===== src/rtl/alarm_ctrl_pkg.sv =====
// Shared state encodings, BCD digit limits and reset time for the alarm controller.
// Also provides the wrap-around digit stepping helper used by the editor.
package alarm_ctrl_pkg;

    typedef enum logic [1:0] {
        StIdle  = 2'b00,
        StArmed = 2'b01,
        StRing  = 2'b10,
        StSnz   = 2'b11
    } alarm_state_e;

    localparam logic [3:0] MaxMin0    = 4'd9;
    localparam logic [3:0] MaxMin1    = 4'd5;
    localparam logic [3:0] MaxHr0     = 4'd9;
    localparam logic [3:0] MaxHr0At20 = 4'd3;
    localparam logic [3:0] MaxHr1     = 4'd2;

    localparam logic [15:0] AlarmRstVal = 16'h0600;

    localparam logic [1:0] SelMin0 = 2'd0;
    localparam logic [1:0] SelMin1 = 2'd1;
    localparam logic [1:0] SelHr0  = 2'd2;
    localparam logic [1:0] SelHr1  = 2'd3;

    // Step one BCD digit up or down, wrapping within 0..max_val.
    function automatic logic [3:0] step_digit(input logic [3:0] d,
                                              input logic [3:0] max_val,
                                              input logic       up);
        logic [3:0] r;
        if (up) begin
            r = (d >= max_val) ? 4'd0 : d + 4'd1;
        end else begin
            r = (d == 4'd0 || d > max_val) ? max_val : d - 4'd1;
        end
        return r;
    endfunction

endpackage


===== src/rtl/alarm_digit_edit.sv =====
// Alarm time storage and set-mode editor: button edge detection, digit select
// rotation and per-digit BCD wrap with the 2x-hour clamp.
module alarm_digit_edit
    import alarm_ctrl_pkg::*;
(
    input  logic        clk_i,
    input  logic        rst_i,
    input  logic        set_i,
    input  logic [1:0]  set_ud_i,
    input  logic [1:0]  set_lr_i,
    output logic [15:0] value_o,
    output logic [3:0]  sel_o
);

    logic [3:0] min0_q, min0_d;
    logic [3:0] min1_q, min1_d;
    logic [3:0] hr0_q,  hr0_d;
    logic [3:0] hr1_q,  hr1_d;
    logic [1:0] sel_q,  sel_d;
    logic       up_q, dn_q, lt_q, rt_q;
    logic       up_e, dn_e, lt_e, rt_e;
    logic [3:0] hr0_max;
    logic [3:0] hr1_step;

    always_ff @(posedge clk_i) begin
        if (rst_i) begin
            min0_q <= AlarmRstVal[3:0];
            min1_q <= AlarmRstVal[7:4];
            hr0_q  <= AlarmRstVal[11:8];
            hr1_q  <= AlarmRstVal[15:12];
            sel_q  <= SelMin0;
            // Held buttons must not act right after reset.
            up_q   <= 1'b1;
            dn_q   <= 1'b1;
            lt_q   <= 1'b1;
            rt_q   <= 1'b1;
        end else begin
            min0_q <= min0_d;
            min1_q <= min1_d;
            hr0_q  <= hr0_d;
            hr1_q  <= hr1_d;
            sel_q  <= sel_d;
            up_q   <= set_ud_i[1];
            dn_q   <= set_ud_i[0];
            lt_q   <= set_lr_i[1];
            rt_q   <= set_lr_i[0];
        end
    end

    always_comb begin
        up_e     = set_ud_i[1] & ~up_q;
        dn_e     = set_ud_i[0] & ~dn_q;
        lt_e     = set_lr_i[1] & ~lt_q;
        rt_e     = set_lr_i[0] & ~rt_q;
        hr0_max  = (hr1_q == MaxHr1) ? MaxHr0At20 : MaxHr0;
        hr1_step = step_digit(hr1_q, MaxHr1, up_e);

        sel_d  = sel_q;
        min0_d = min0_q;
        min1_d = min1_q;
        hr0_d  = hr0_q;
        hr1_d  = hr1_q;

        if (set_i) begin
            if (lt_e && !rt_e) begin
                sel_d = sel_q + 2'd1;
            end else if (rt_e && !lt_e) begin
                sel_d = sel_q - 2'd1;
            end

            // Simultaneous up and down cancel out.
            if (up_e != dn_e) begin
                unique case (sel_q)
                    SelMin0: min0_d = step_digit(min0_q, MaxMin0, up_e);
                    SelMin1: min1_d = step_digit(min1_q, MaxMin1, up_e);
                    SelHr0:  hr0_d  = step_digit(hr0_q, hr0_max, up_e);
                    SelHr1: begin
                        hr1_d = hr1_step;
                        if (hr1_step == MaxHr1 && hr0_q > MaxHr0At20) begin
                            hr0_d = MaxHr0At20;
                        end
                    end
                    default: ;
                endcase
            end
        end
    end

    assign value_o = {hr1_q, hr0_q, min1_q, min0_q};
    assign sel_o   = set_i ? (4'b0001 << sel_q) : 4'b0000;

endmodule


===== src/rtl/alarm_ctrl.sv =====
// Alarm controller: match edge detection against the BCD clock time and the
// IDLE/ARMED/RINGING/SNOOZE sequencer with minute-tick ring and snooze counters.
module alarm_ctrl
    import alarm_ctrl_pkg::*;
#(
    parameter int unsigned SNOOZE_MIN = 5,
    parameter int unsigned RING_MIN   = 1
) (
    input  logic        alarm_clk,
    input  logic        alarm_rst,
    input  logic        alarm_en,
    input  logic        alarm_set,
    input  logic [1:0]  alarm_set_ud,
    input  logic [1:0]  alarm_set_lr,
    input  logic        alarm_snooze,
    input  logic        alarm_stop,
    input  logic        alarm_min_tick,
    input  logic [15:0] alarm_time,
    output logic [15:0] alarm_value,
    output logic [3:0]  alarm_sel,
    output logic        alarm_ring,
    output logic [1:0]  alarm_state
);

    localparam logic [3:0] SnoozeLoad = 4'(SNOOZE_MIN);
    localparam logic [3:0] RingLoad   = 4'(RING_MIN);

    alarm_state_e state_q, state_d;
    logic [3:0]   ring_cnt_q, ring_cnt_d;
    logic [3:0]   snz_cnt_q, snz_cnt_d;
    logic         ring_q, ring_d;
    logic         match, match_q, trig;
    logic         snooze_q, stop_q;
    logic         snooze_e, stop_e;

    alarm_digit_edit u_digit_edit (
        .clk_i    (alarm_clk),
        .rst_i    (alarm_rst),
        .set_i    (alarm_set),
        .set_ud_i (alarm_set_ud),
        .set_lr_i (alarm_set_lr),
        .value_o  (alarm_value),
        .sel_o    (alarm_sel)
    );

    // Rising edge of the match so arming inside the alarm minute does not ring.
    assign match    = (alarm_time == alarm_value);
    assign trig     = match & ~match_q;
    assign snooze_e = alarm_snooze & ~snooze_q;
    assign stop_e   = alarm_stop & ~stop_q;

    always_ff @(posedge alarm_clk) begin
        if (alarm_rst) begin
            state_q    <= StIdle;
            ring_cnt_q <= 4'd0;
            snz_cnt_q  <= 4'd0;
            ring_q     <= 1'b0;
            match_q    <= 1'b0;
            snooze_q   <= 1'b1;
            stop_q     <= 1'b1;
        end else begin
            state_q    <= state_d;
            ring_cnt_q <= ring_cnt_d;
            snz_cnt_q  <= snz_cnt_d;
            ring_q     <= ring_d;
            match_q    <= match;
            snooze_q   <= alarm_snooze;
            stop_q     <= alarm_stop;
        end
    end

    always_comb begin
        state_d    = state_q;
        ring_cnt_d = ring_cnt_q;
        snz_cnt_d  = snz_cnt_q;

        if (alarm_set || !alarm_en) begin
            state_d    = StIdle;
            ring_cnt_d = 4'd0;
            snz_cnt_d  = 4'd0;
        end else begin
            unique case (state_q)
                StIdle: state_d = StArmed;
                StArmed: begin
                    if (trig) begin
                        state_d    = StRing;
                        ring_cnt_d = RingLoad;
                    end
                end
                StRing: begin
                    if (stop_e) begin
                        state_d    = StArmed;
                        ring_cnt_d = 4'd0;
                    end else if (snooze_e) begin
                        state_d    = StSnz;
                        ring_cnt_d = 4'd0;
                        snz_cnt_d  = SnoozeLoad;
                    end else if (alarm_min_tick) begin
                        if (ring_cnt_q <= 4'd1) begin
                            state_d    = StArmed;
                            ring_cnt_d = 4'd0;
                        end else begin
                            ring_cnt_d = ring_cnt_q - 4'd1;
                        end
                    end
                end
                StSnz: begin
                    if (stop_e) begin
                        state_d   = StArmed;
                        snz_cnt_d = 4'd0;
                    end else if (alarm_min_tick) begin
                        if (snz_cnt_q <= 4'd1) begin
                            state_d    = StRing;
                            snz_cnt_d  = 4'd0;
                            ring_cnt_d = RingLoad;
                        end else begin
                            snz_cnt_d = snz_cnt_q - 4'd1;
                        end
                    end
                end
                default: state_d = StIdle;
            endcase
        end

        ring_d = (state_d == StRing);
    end

    assign alarm_ring  = ring_q;
    assign alarm_state = state_q;

endmodule


===== config.mk =====
export PLATFORM = sky130hd
export DESIGN_NAME = alarm_ctrl
export DESIGN_NICKNAME = d
export VERILOG_FILES = /design/src/rtl/alarm_ctrl_pkg.sv /design/src/rtl/alarm_digit_edit.sv /design/src/rtl/alarm_ctrl.sv
export SDC_FILE = /design/constraint.sdc
export NUM_CORES = 1
export LEC_CHECK = 0
export BUFFER_PORTS_ARGS = -buffer_cell sky130_fd_sc_hd__buf_2
export CORE_UTILIZATION = 51
export DETAILED_ROUTE_END_ITERATION = 12
export PLACE_DENSITY = 0.76
export SLEW_MARGIN = 20
export SYNTH_ARGS = -nofsm -noshare
export SYNTH_HDL_FRONTEND = slang
export SYNTH_HIERARCHICAL = 1
export SYNTH_SLANG_ARGS = --single-unit

===== constraint.sdc =====
create_clock -name alarm_clk -period 2.3 [get_ports alarm_clk]
set_input_delay 0 -clock alarm_clk [delete_from_list [all_inputs] [get_ports alarm_clk]]
set_output_delay 0 -clock alarm_clk [all_outputs]
set_load 0.05 [all_outputs]

; ---- Word-level counts from Yosys, hierarchy flattened
; Cells that the tools add are included.
[op_classes]
add_sub_neg = 12
reduce_logical = 29
shifts = 1
bitwise_logic = 14
muxes = 43
n_lt_le_gt_ge = 11
n_eq_ne = 20
[ops]
columns = op, count
row1 = $mux 4, 28
row2 = $sub 4x1->4 const B, 6
row3 = $mux 2, 11
row4 = $add 4x1->4 const B, 4
row5 = $eq 16x16->1, 1
row6 = $logic_not 4->1, 4
row7 = $pmux 4 s2, 2
row8 = $ne 2x2->1 const B, 6
row9 = $pmux 4 s3, 1
row10 = $eq 2x2->1 const B, 5
row11 = $reduce_and 3->1, 3
row12 = $eq 4x2->1 const B, 2
row13 = $gt 4x2->1 const B, 2
row14 = $le 4x1->1 const B, 2
row15 = $pmux 2 s4, 1
row16 = $reduce_and 4->1, 2
row17 = $and 1x1->1, 7
row18 = $not 1->1, 7
row19 = $reduce_and 6->1, 1
row20 = $reduce_bool 2->1, 3
row21 = $logic_or 1x1->1, 5
row22 = $eq 2x1->1 const B, 2
row23 = $ge 4x2->1 const B, 1
row24 = $ge 4x3->1 const B, 1
row25 = other kinds (18), 23
[totals]
word_cells = 146
reg_bits = 36
output_inout_bits = 23
input_bits = 27

; ---- Logic depth before layout (Yosys ltp)
; Gate-level depths: netlist (run 1).
[depth]
word_depth = 8
depth_mapped = 10
ltp_nobuf = 10

; ---- By module
; Netlist (run 1), hierarchy kept.
[modules_own_cells]
columns = mod, area_per_inst_um2, cells_per_inst, instances, seq_area_each_um2
row1 = alarm_digit_edit, 1730.4, 211, 1, 440.4
row2 = alarm_ctrl, 1024.7, 122, 1, 280.3

; ---- Worst setup path after synthesis (run 1)
; Ideal clock, no wire load.
[synth_path]
path_kind = reg-to-reg
startpoint = reg u_digit_edit.hr1_q[0]
endpoint = reg u_digit_edit.hr0_q[3]
required_ns = 2.179
stages_incl_launch_ff = 11
n_path_buf = 0
period_less_slack_ns = 2.746
arrival_time_ns = 2.624
setup_ns = 0.121
setup_slack_ns = -0.446
cell_sequence = dfxtp_1 -> inv_1 -> ha_1 -> nand2_1 -> inv_1 -> ha_1 -> and3_1 -> o221a_2 -> o31ai_1 -> nor3b_1 -> mux2_4
[synth_via]
elab_chain_cells = 8
word_cells_on_any_way = 22
classes_between = add/sub (2) / order compare (4) / eq/ne (3) / mux (8) / reduce/logical (5)
[synth_rtl]
columns = element, line_no
row1 = start: declaration, alarm_digit_edit.sv:18  ; logic [3:0] hr1_q, hr1_d;
row2 = start signal: assignment, alarm_digit_edit.sv:30  ; hr1_q <= AlarmRstVal[15:12];
row3 = start signal: assignment, alarm_digit_edit.sv:41  ; hr1_q <= hr1_d;
row4 = $gt 4x2->1 / $logic_not 4->1 (equally long branches), alarm_ctrl_pkg.sv:33  ; r = (d == 4'd0 || d > max_val) ? max_val : d - 4'd1;
row5 = $logic_or 1x1->1, alarm_ctrl_pkg.sv:33
row6 = $mux 4, alarm_ctrl_pkg.sv:33
row7 = $mux 4, alarm_ctrl_pkg.sv:30  ; if (up) begin
row8 = $eq 4x2->1, alarm_digit_edit.sv:79  ; if (hr1_step == MaxHr1 && hr0_q > MaxHr0At20) begin
row9 = $logic_and 1x1->1, alarm_digit_edit.sv:79
row10 = $ne 2x1->1 (no source line), n/a
row11 = $reduce_and 4->1 (no source line), n/a
row12 = end signal: assignment, alarm_digit_edit.sv:29  ; hr0_q <= AlarmRstVal[11:8];
row13 = end signal: assignment, alarm_digit_edit.sv:40  ; hr0_q <= hr0_d;
row14 = end: declaration, alarm_digit_edit.sv:17  ; logic [3:0] hr0_q, hr0_d;
; Parallel ways exist; a longest one is shown, timed or not.
; A chain may end at the register's enable or synchronous reset.

; ---- Worst setup path after layout (run 1)
[layout_path]
startpoint = reg u_digit_edit.hr1_q[1]
endpoint = reg u_digit_edit.hr0_q[3]
; The elaborated chain is that of the path after synthesis.

==> results.cfg, run 1 <==
[yosys]
synth_edf_count = 0
synthCells = 333
synth_common_cells = dfxtp_1 (36), nor2_1 (27), a21oi_1 (26)
synthMuxAreaShare_pct = 1.63
syn_area_mm2 = 0.00276
synth_simple_gate_area_share_pct = 27.7
yosys_warnings = 6
yosysSeqAreaShare_pct = 26.2
synth_fa_ha_area_share_pct = 9.99
synth.distinct_cells = 64
synth_area_leaders = dfxtp_1 (26%), ha_1 (10%), xor2_1 (5.7%), a21oi_1 (4.7%), nor2_1 (3.7%)
synth_top_cell_area_share_pct = 26.2
synth_compound_gate_area_share_pct = 22.3
avgSynthCellArea_um2 = 8.27
synthArstFlopShare_pct = 0
syn-num-nets = 382
synth_seq_cells = 36
ys.flop_type = dfxtp_1
yosysMostFrequentCell = dfxtp_1
synth_top_cell_by_area = dfxtp_1
synth-xor-area-share_pct = 7.36
synth_top_family_by_area = simple AND/OR/NAND/NOR gates

[layout]
final_nets = 441
drive_above_1_share_pct = 24.9
utilization_pct = 65.0
fin_area_mm2 = 0.00334
diodes = 0
area_growth_pct = 21.3
fin_cells = 463

[power]
p_clk_share_pct = 39.4
power_mw = 1.48
switching_power_uw = 421
combinationalPowerShare_pct = 16.5
p_seq_share_pct = 44.1
p_leak_nw = 1.40
cellPowerDensity_mw_per_mm2 = 443
ir_worst_vdd_v = 0.000398
p_sw_share_pct = 28.4
intPower_mw = 1.06

[floorplan]
dieArea_mm2 = 0.00570
start_util_pct = 53.6
die_w_um = 75.5
coreArea_mm2 = 0.00514
num_rows = 26
dieHeight_um = 75.5
io_pins = 50

[detailed_routing]
drt_iter0_drc = 147
antenna_left = 0
wl_per_cell_um = 14.8
num_vias = 2718
vias_per_cell = 5.87
drt_pass1_iterations = 4
wl_um = 6840
drc = 0

[placed_design]
port_buffers = 49
gp_congestion = 0.948
dp_cells = 448
dpl_cell_area_mm2 = 0.00312
dpl.hpwl_um = 5020

[global_routing]
use_met2_pct = 42.4
grt_pass1_wl_um = 10700
grt.met1_usage_pct = 30.7
grt_busiest_layer = met2
gr-total-overflow = 0
track_usage_pct = 24.6
grt_max_degree = 28
grt_pass1_vias = 2340
met3_usage_pct = 4.23
antenna_found_initial = 0

[worst_hold_path]
holdPathStages = 5
min-delay-start = alarm_min_tick
hold_path_class = in -> reg

[timing]
hold_viol = 0
worst_pin_slew_ns = 0.459
rsz0062_at_grt = false
final_max_slew_viol_count = 0
fmax_mhz = 457
final.setup_skew_ns = 0.0113
finalCritPeriodShare_pct = 95.1
period_minus_slack_ns = 2.19
setup_viol = 0
max_slew_margin_pct = 69.4

[worst_setup_path]
critPathCaptureType = flop
crit_arrival_ns = 2.38
rr_worst_depth = 7
startpoint = u_digit_edit/hr1_q[1]$_SDFFE_PP0P_
cp-start-kind = flop
critical_path_required_ns = 2.49
path_class = reg -> reg
crit_fanout = 8
reg2reg_from = u_digit_edit/hr1_q[1]$_SDFFE_PP0P_

[clocking]
cts_buffer_depth = 2
cts-root-buf = clkbuf_8
cts_sinks = 36
numCtsBuffers = 5
clk_latency_ns = 0.30
cts_max_level = 2
path_clk_slew_ns = 0.08
cts_tree = done

[flow_run]
max_cap_viol_count = 0

[run_status]
status = complete, no violations
[final cells by class]
| class | count | area (um2) |
|---|---|---|
| multi-input cells | 265 | 1950 |
| fillers | 462 | 1800 |
| inverters | 21 | 78.8 |
| repair buffers | 63 | 378 |
| well taps | 70 | 87.6 |
| flip-flops and latches | 36 | 731 |
| clock inverters | 3 | 46.3 |
| clock buffers | 5 | 68.8 |
[metrics by stage]
step	worst slack [ns]	hold WS [ns]	TNS, ns
final	0.112	0.147	0
after floorplan	-0.0164	0.0724	-0.0272
after CTS	0.0101	0.132	0
after global placement	0.0996	0.198	0
after global routing	0.0337	0.187	0
after detailed placement	-0.000831	0.201	-0.000831
[layout by cell type (no fill, tap or decap), types with 6 or more instances in the layout]
| cell | synthesis | layout |
|---|---|---|
| ha_1 | 22 | 20 |
| nand3_1 | 9 | 9 |
| buf_2 | 4 | 49 |
| or2_2 | 6 | 6 |
| nor3b_1 | 8 | 8 |
| o21ai_0 | 9 | 7 |
| xor2_1 | 18 | 18 |
| o21ai_1 | 4 | 6 |
| nor2_1 | 27 | 27 |
| dfxtp_1 | 36 | 32 |
| inv_1 | 20 | 19 |
| a21oi_1 | 26 | 26 |
| nor4_1 | 9 | 9 |
| buf_4 | 2 | 7 |
| nand2b_1 | 9 | 9 |
| nand2_1 | 18 | 18 |
| nor3_1 | 13 | 13 |
| dlygate4sd3_1 | 0 | 6 |
[flip-flops by register name (all words and copies together) (netlist names), 2 cells and up]
name,flops
ring_cnt_q,4
u_digit_edit/hr0_q,4
u_digit_edit/min0_q,4
u_digit_edit/hr1_q,4
alarm_state,2
snz_cnt_q,4
u_digit_edit/min1_q,4
u_digit_edit/sel_q,2
[layer usage]
metal | part of all wire [%] | up-vias
li1 | - | 1336
met1 | 44 | 1282
met2 | 49 | 91
met3 | 5.3 | 9
met4 | 1.5 | 0
met5 | 0 | -
[cell families (layout without fill, tap and decap cells)]
family / after synthesis / after routing
flops: 36 / 36
buf+inv: 32 / 92
mux: 4 / 4
compound gates: 84 / 84
simple gates: 134 / 134
fa+ha+maj: 22 / 22
xor+xnor: 21 / 21
[worst max-delay path, stage by stage (launching register included)]
cell      delay [ns]
dfxtp_4         0.35
buf_4           0.17
inv_1           0.07
ha_1            0.32
or3_1           0.37
a311oi_2        0.34
o21ai_2         0.15
mux2_4          0.31
[worst paths after layout]
| kind | endpoint | slack, ns |
|---|---|---|
| worst max register to register | u_digit_edit/hr0_q[3]$_SDFFE_PP0P_ | 0.11 |
| worst min register to register | u_digit_edit/hr1_q[3]$_SDFFE_PP0P_ | 0.50 |
| worst min-delay path | alarm_state[0]$_SDFF_PP0_ | 0.15 |
| worst max-delay path | u_digit_edit/hr0_q[3]$_SDFFE_PP0P_ | 0.11 |
[power groups by stage]
stage          sequential (mW)  combinational [mW]  clock (mW)
3_5_place_dp             0.667               0.233           0
4_1_cts                  0.652               0.242       0.597
2_1_floorplan            0.684               0.141           0
6_report                 0.652               0.245       0.584
3_3_place_gp             0.667               0.230           0
5_1_grt                  0.655               0.266       0.617
[what timing repair did]
action,in CTS,in global routing
gates resized for setup,1,7
hold buffers,6,0
cloned,0,0
setup buffers,0,1
endpoints found under the hold margin,6,0
endpoints found under the setup margin,1,2
pin swaps,0,2
No activity file was read; power rests on OpenSTA's default activity.
==> run 2: changes to the inputs <==
Settings changed: ABC_CLOCK_PERIOD_IN_PS set to 2300, GPL_ROUTABILITY_DRIVEN set to 0, PLACE_DENSITY 0.76 to not set, PLACE_DENSITY_LB_ADDON set to 0.3.
==> run 2 against run 1 <==
Effect of this change: the flow now finishes with violations (negative setup slack); design area is 0.11% lower; critical path depth up 2; combinational power rose by 2%; non-clock buffer count rose by 3; global-route usage rose by 0.36 points; die area stayed put; sequential power about the same.
==> results.cfg, run 2 (synthesis gave the netlist of run 1 again) <==
[timing]
finalCritPeriodShare_pct = 103
setup_ws_ns = -0.0604
max_slew_margin_pct = 67.0
hold_viol = 0
fmax_mhz = 424
final.setup_skew_ns = 0.00464
worst_pin_slew_ns = 0.495
setup-tns-final_ns = -0.0604
period_minus_slack_ns = 2.36
fin_hold_ws_ns = 0.160
final_max_slew_viol_count = 0
setup_viol = 1

[detailed_routing]
antenna_left = 0
drt_iter0_drc = 159
drt_pass1_iterations = 5
wl_um = 7050
drc = 0
vias_per_cell = 5.95
wl_per_cell_um = 15.1
num_vias = 2775

[power]
p_leak_nw = 1.41
cellPowerDensity_mw_per_mm2 = 438
ir_worst_vdd_v = 0.000363

[clocking]
cts-root-buf = clkbuf_8
cts_tree = done
cts_buffer_depth = 2
cts_max_level = 2
numCtsBuffers = 5
path_clk_slew_ns = 0.08
cts_sinks = 36
clk_latency_ns = 0.30

[worst_setup_path]
crit_arrival_ns = 2.61
path_class = reg -> reg
critPathCaptureType = flop
cp-start-kind = flop
critical_path_required_ns = 2.55
crit_fanout = 3

[run_status]
status = complete, but fails checks
violations = negative setup slack

[floorplan]
coreArea_mm2 = 0.00514
die_w_um = 75.5
dieArea_mm2 = 0.00570
num_rows = 26
io_pins = 50
dieHeight_um = 75.5
start_util_pct = 53.6

[placed_design]
dpl.hpwl_um = 5100
port_buffers = 49

[global_routing]
antenna_found_initial = 0
grt_pass1_vias = 2532
grt_max_degree = 28
gr-total-overflow = 0
track_usage_pct = 25.0
grt_pass1_wl_um = 10900

[flow_run]
max_cap_viol_count = 0

[layout]
final_nets = 444
mostFrequentLayoutCells = buf_2 (49), dfxtp_1 (32), nor2_1 (27), a21oi_1 (26)
area_growth_pct = 21.1
drive_above_1_share_pct = 25.0
final_common_cell = buf_2
diodes = 0

[worst_hold_path]
hold_path_class = in -> reg
==> run 2: area by class of cell <==
| cell class | count | area [um2] |
|---|---|---|
| timing repair buffer | 66 | 388 |
| sequential | 36 | 731 |
| clock inverter | 2 | 35.0 |
| fill | 449 | 1800 |
| clock buffer | 6 | 72.6 |
| inverter | 21 | 78.8 |
| multi-input combinational | 265 | 1940 |
| tap | 70 | 87.6 |
==> run 2: timing repair <==
action,CTS,global route
hold buffers,6,0
buffers inserted,0,0
gates resized for setup,0,5
hold endpoints to repair,6,0
setup endpoints to repair,0,2
==> run 2: metal layers <==
layer / up-vias / wire length (um) / share of wire, % / track usage, %
met1: 1296 / 2900 / 41 / 28.9
met3: 24 / 402 / 5.7 / 6.35
met2: 111 / 3470 / 49 / 43.4
met5: - / 0 / 0 / 0
li1: 1344 / - / - / -
met4: 0 / 272 / 3.9 / 11.5
==> run 2: final timing paths <==
kind,from,end,slack (ns),cells past startpoint
setup / recovery,u_digit_edit/hr1_q[0]$_SDFFE_PP0P_,u_digit_edit/hr0_q[2]$_SDFFE_PP1P_,-0.06,9
hold / removal,alarm_min_tick,alarm_state[0]$_SDFF_PP0_,0.16,5
setup reg to reg,u_digit_edit/hr1_q[0]$_SDFFE_PP0P_,u_digit_edit/hr0_q[2]$_SDFFE_PP1P_,-0.06,9
hold reg to reg,u_digit_edit/hr1_q[3]$_SDFFE_PP0P_,u_digit_edit/hr1_q[3]$_SDFFE_PP0P_,0.50,2
==> run 2: worst max-delay path, stage by stage, from the launching register on <==
cell	delay, ns
dfxtp_4	0.34
inv_1	0.09
ha_2	0.24
nand2_2	0.10
ha_1	0.30
a211o_1	0.34
a211oi_2	0.32
a21oi_1	0.16
nor3_1	0.28
a211o_1	0.14
==> run 2: stage by stage <==
stage | worst slack (ns) | instances | cell area, um2 | util [%] | power (mW)
2_1_floorplan | -0.0164 | 333 | 2770 | - | 0.824
3_3_place_gp | 0.112 | 452 | 3130 | 61.0 | 0.897
3_5_place_dp | 0.0331 | 452 | 3130 | 61.0 | 0.900
4_1_cts | 0.0160 | 466 | 3300 | 64.2 | 1.47
5_1_grt | -0.169 | 466 | 3340 | 64.9 | 1.53
6_report | -0.0604 | 466 | 3340 | 64.9 | 1.46
==> run 2: power breakdown <==
part	total (mW)	internal, mW	switching [mW]
registers	0.651	0.634	0.0167
logic	0.249	0.0992	0.149
clock network	0.563	0.322	0.241
==> run 3: changes to the inputs <==
Settings changed: CORE_MARGIN set to 2, SYNTH_HIERARCHICAL 1 to not set.
==> run 3 against run 2 <==
Effect of this change: the flow now finishes without violations; sequential power is 0.6% lower; critical path type unchanged; die area increased by 2.2%; synthesized area shrank 3.1%; combinational power fell by 7%; synthesized cell count is 0.30% higher; routed wire length is 8.7% lower; first-iteration DRC count down 2.5%; largest cell class unchanged; setup slack gained 0.24 ns; critical endpoint is now u_digit_edit.hr0_q[2]$_SDFFE_PP1P_; non-clock buffer count increased by 3; register-to-register slack improved by 0.24 ns.
==> results.cfg, run 3 <==
[clocking]
cts_setup_buffers = 0
cts_sinks = 36
cts_buffer_depth = 2
clk_latency_ns = 0.29
numCtsBuffers = 5
cts_tree = done
cts-root-buf = clkbuf_8
path_clk_slew_ns = 0.08
cts_max_level = 2

[placed_design]
dpl.hpwl_um = 4710
port_buffers = 49
dpl_cell_area_mm2 = 0.00303

[global_routing]
grt_busiest_layer = met2
gr-total-overflow = 0
antenna_found_initial = 0
grt_pass1_vias = 2375
grt.met1_usage_pct = 27.9
grt_max_degree = 30
grt_pass1_wl_um = 10500
use_met2_pct = 36.0
met3_usage_pct = 5.81
track_usage_pct = 21.7

[timing]
final.setup_skew_ns = 0.00668
setup_viol = 0
hold_viol = 0
fmax_mhz = 472
rsz0062_at_grt = false
setup-tns-final_ns = 0
max_slew_margin_pct = 60.9
period_minus_slack_ns = 2.12
final_max_slew_viol_count = 0
fin_hold_ws_ns = 0.120
finalCritPeriodShare_pct = 92.2
worst_pin_slew_ns = 0.585

[yosys]
ys.flop_type = dfxtp_1
synth_seq_cells = 36
synth_top_cell_by_area = dfxtp_1
synth_edf_count = 0
syn-num-nets = 383
yosys_warnings = 0
synth.distinct_cells = 56
yosysSeqAreaShare_pct = 27.0
syn_area_mm2 = 0.00267
synthArstFlopShare_pct = 0
synthCells = 334
yosysMostFrequentCell = nor2_1
synth_common_cells = nor2_1 (45), dfxtp_1 (36), ha_1 (22)
avgSynthCellArea_um2 = 7.99
synth_top_cell_area_share_pct = 27.0
synth_area_leaders = dfxtp_1 (27%), ha_1 (10%), nor2_1 (6.3%), xor2_1 (5.6%), a21oi_1 (3.2%)

[power]
switching_power_uw = 392
p_leak_nw = 1.42
p_seq_share_pct = 48.6
combinationalPowerShare_pct = 17.4
p_sw_share_pct = 29.4
cellPowerDensity_mw_per_mm2 = 415
intPower_uw = 940
p_clk_share_pct = 34.0
ir_worst_vdd_v = 0.000293

[worst_setup_path]
critPathCaptureType = flop
crit_fanout = 5
path_class = reg -> reg
critical_path_required_ns = 2.52
crit_arrival_ns = 2.34
cp-start-kind = flop

[detailed_routing]
antenna_left = 0
drc = 0
wl_um = 6440
vias_per_cell = 5.57
num_vias = 2578
wl_per_cell_um = 13.9
drt_pass1_iterations = 4
drt_iter0_drc = 155

[layout]
drive_above_1_share_pct = 24.7
final_common_cell = buf_2
mostFrequentLayoutCells = buf_2 (49), nor2_1 (44), dfxtp_1 (32), inv_1 (20), ha_1 (20)
diodes = 0
area_growth_pct = 20.3
fin_area_mm2 = 0.00321
final_nets = 441

[floorplan]
die_w_um = 76.3
dieHeight_um = 76.3
io_pins = 50
dieArea_mm2 = 0.00583
start_util_pct = 52.6
num_rows = 26
coreArea_mm2 = 0.00507

[run_status]
status = complete, no violations

[flow_run]
max_cap_viol_count = 0

[worst_hold_path]
hold_path_class = in -> reg
## run 3: cell count changes after synthesis, sizes merged, moves of 6 or more
cell and delta:
nor3b -7, nor2 +18, nor2b +6, nand2 -6, a21oi -9, clkbuf +6
nand3 -6
## run 3: per-layer routing
| layer | up-vias | part of all wire [%] |
|---|---|---|
| met5 | - | 0 |
| met3 | 4 | 6.1 |
| met2 | 84 | 49 |
| met1 | 1194 | 44 |
| met4 | 0 | 0.48 |
| li1 | 1296 | - |
## run 3: cells by family after synthesis
logic type / share of synthesized area (%)
compound gates: 19.5
fa+ha+maj: 10.3
simple gates: 28.5
mux: 1.55
buf+inv: 6.28
flops: 27.0
xor+xnor: 6.89
## run 3: power by group through the flow
stage | Combinational [mW] | Sequential [mW] | Clock, mW
floorplan | 0.137 | 0.679 | 0
global placement | 0.218 | 0.661 | 0
detailed placement | 0.222 | 0.662 | 0
CTS | 0.231 | 0.647 | 0.466
global route | 0.254 | 0.649 | 0.493
finish | 0.232 | 0.647 | 0.453
## run 3: path summary, 6_finish.rpt
path                                            from                                  to  slack [ns]  depth (start not counted)
hold reg to reg           ring_cnt_q[2]$_SDFFE_PP0P_          ring_cnt_q[2]$_SDFFE_PP0P_        0.50                          2
setup / recovery  u_digit_edit.hr1_q[0]$_SDFFE_PP0P_  u_digit_edit.hr0_q[2]$_SDFFE_PP1P_        0.18                         10
hold / removal                        alarm_min_tick          ring_cnt_q[1]$_SDFFE_PP0P_        0.12                          3
setup reg to reg  u_digit_edit.hr1_q[0]$_SDFFE_PP0P_  u_digit_edit.hr0_q[2]$_SDFFE_PP1P_        0.18                         10
## run 3: through the flow
step	std cells	utilization (%)	worst slack [ns]	power, mW
after global placement	449	59.6	0.113	0.879
after floorplan	334	-	0.0792	0.816
after global routing	463	63.2	0.0383	1.40
after CTS	463	62.5	0.0132	1.34
final	463	63.2	0.180	1.33
after detailed placement	449	59.6	0.0182	0.884
## run 3: critical path, stage by stage, from the launching register on
cell and delay, ns:
dfxtp_4 0.36, inv_2 0.10, ha_4 0.16, nand2_1 0.08, ha_1 0.31, a211o_1 0.32, a21oi_2 0.18, nor2_1 0.09
nor2_2 0.18, a41oi_1 0.14, o21ai_1 0.13
## run 3: area by class of cell
type                       instances  area [um2]
fill                             481        1870
multi-input combinational        259        1820
sequential                        36         728
timing repair buffer              69         410
tap                               70        87.6
inverter                          21        78.8
clock buffer                       5        68.8
clock inverter                     3        18.8
## run 3: repair_timing
item | 4_1_cts | 5_1_grt
endpoints found under the setup margin | 1 | 4
resized for setup | 1 | 8
hold buffers | 6 | 0
pin swaps | 0 | 1
hold endpoints to repair | 6 | 0
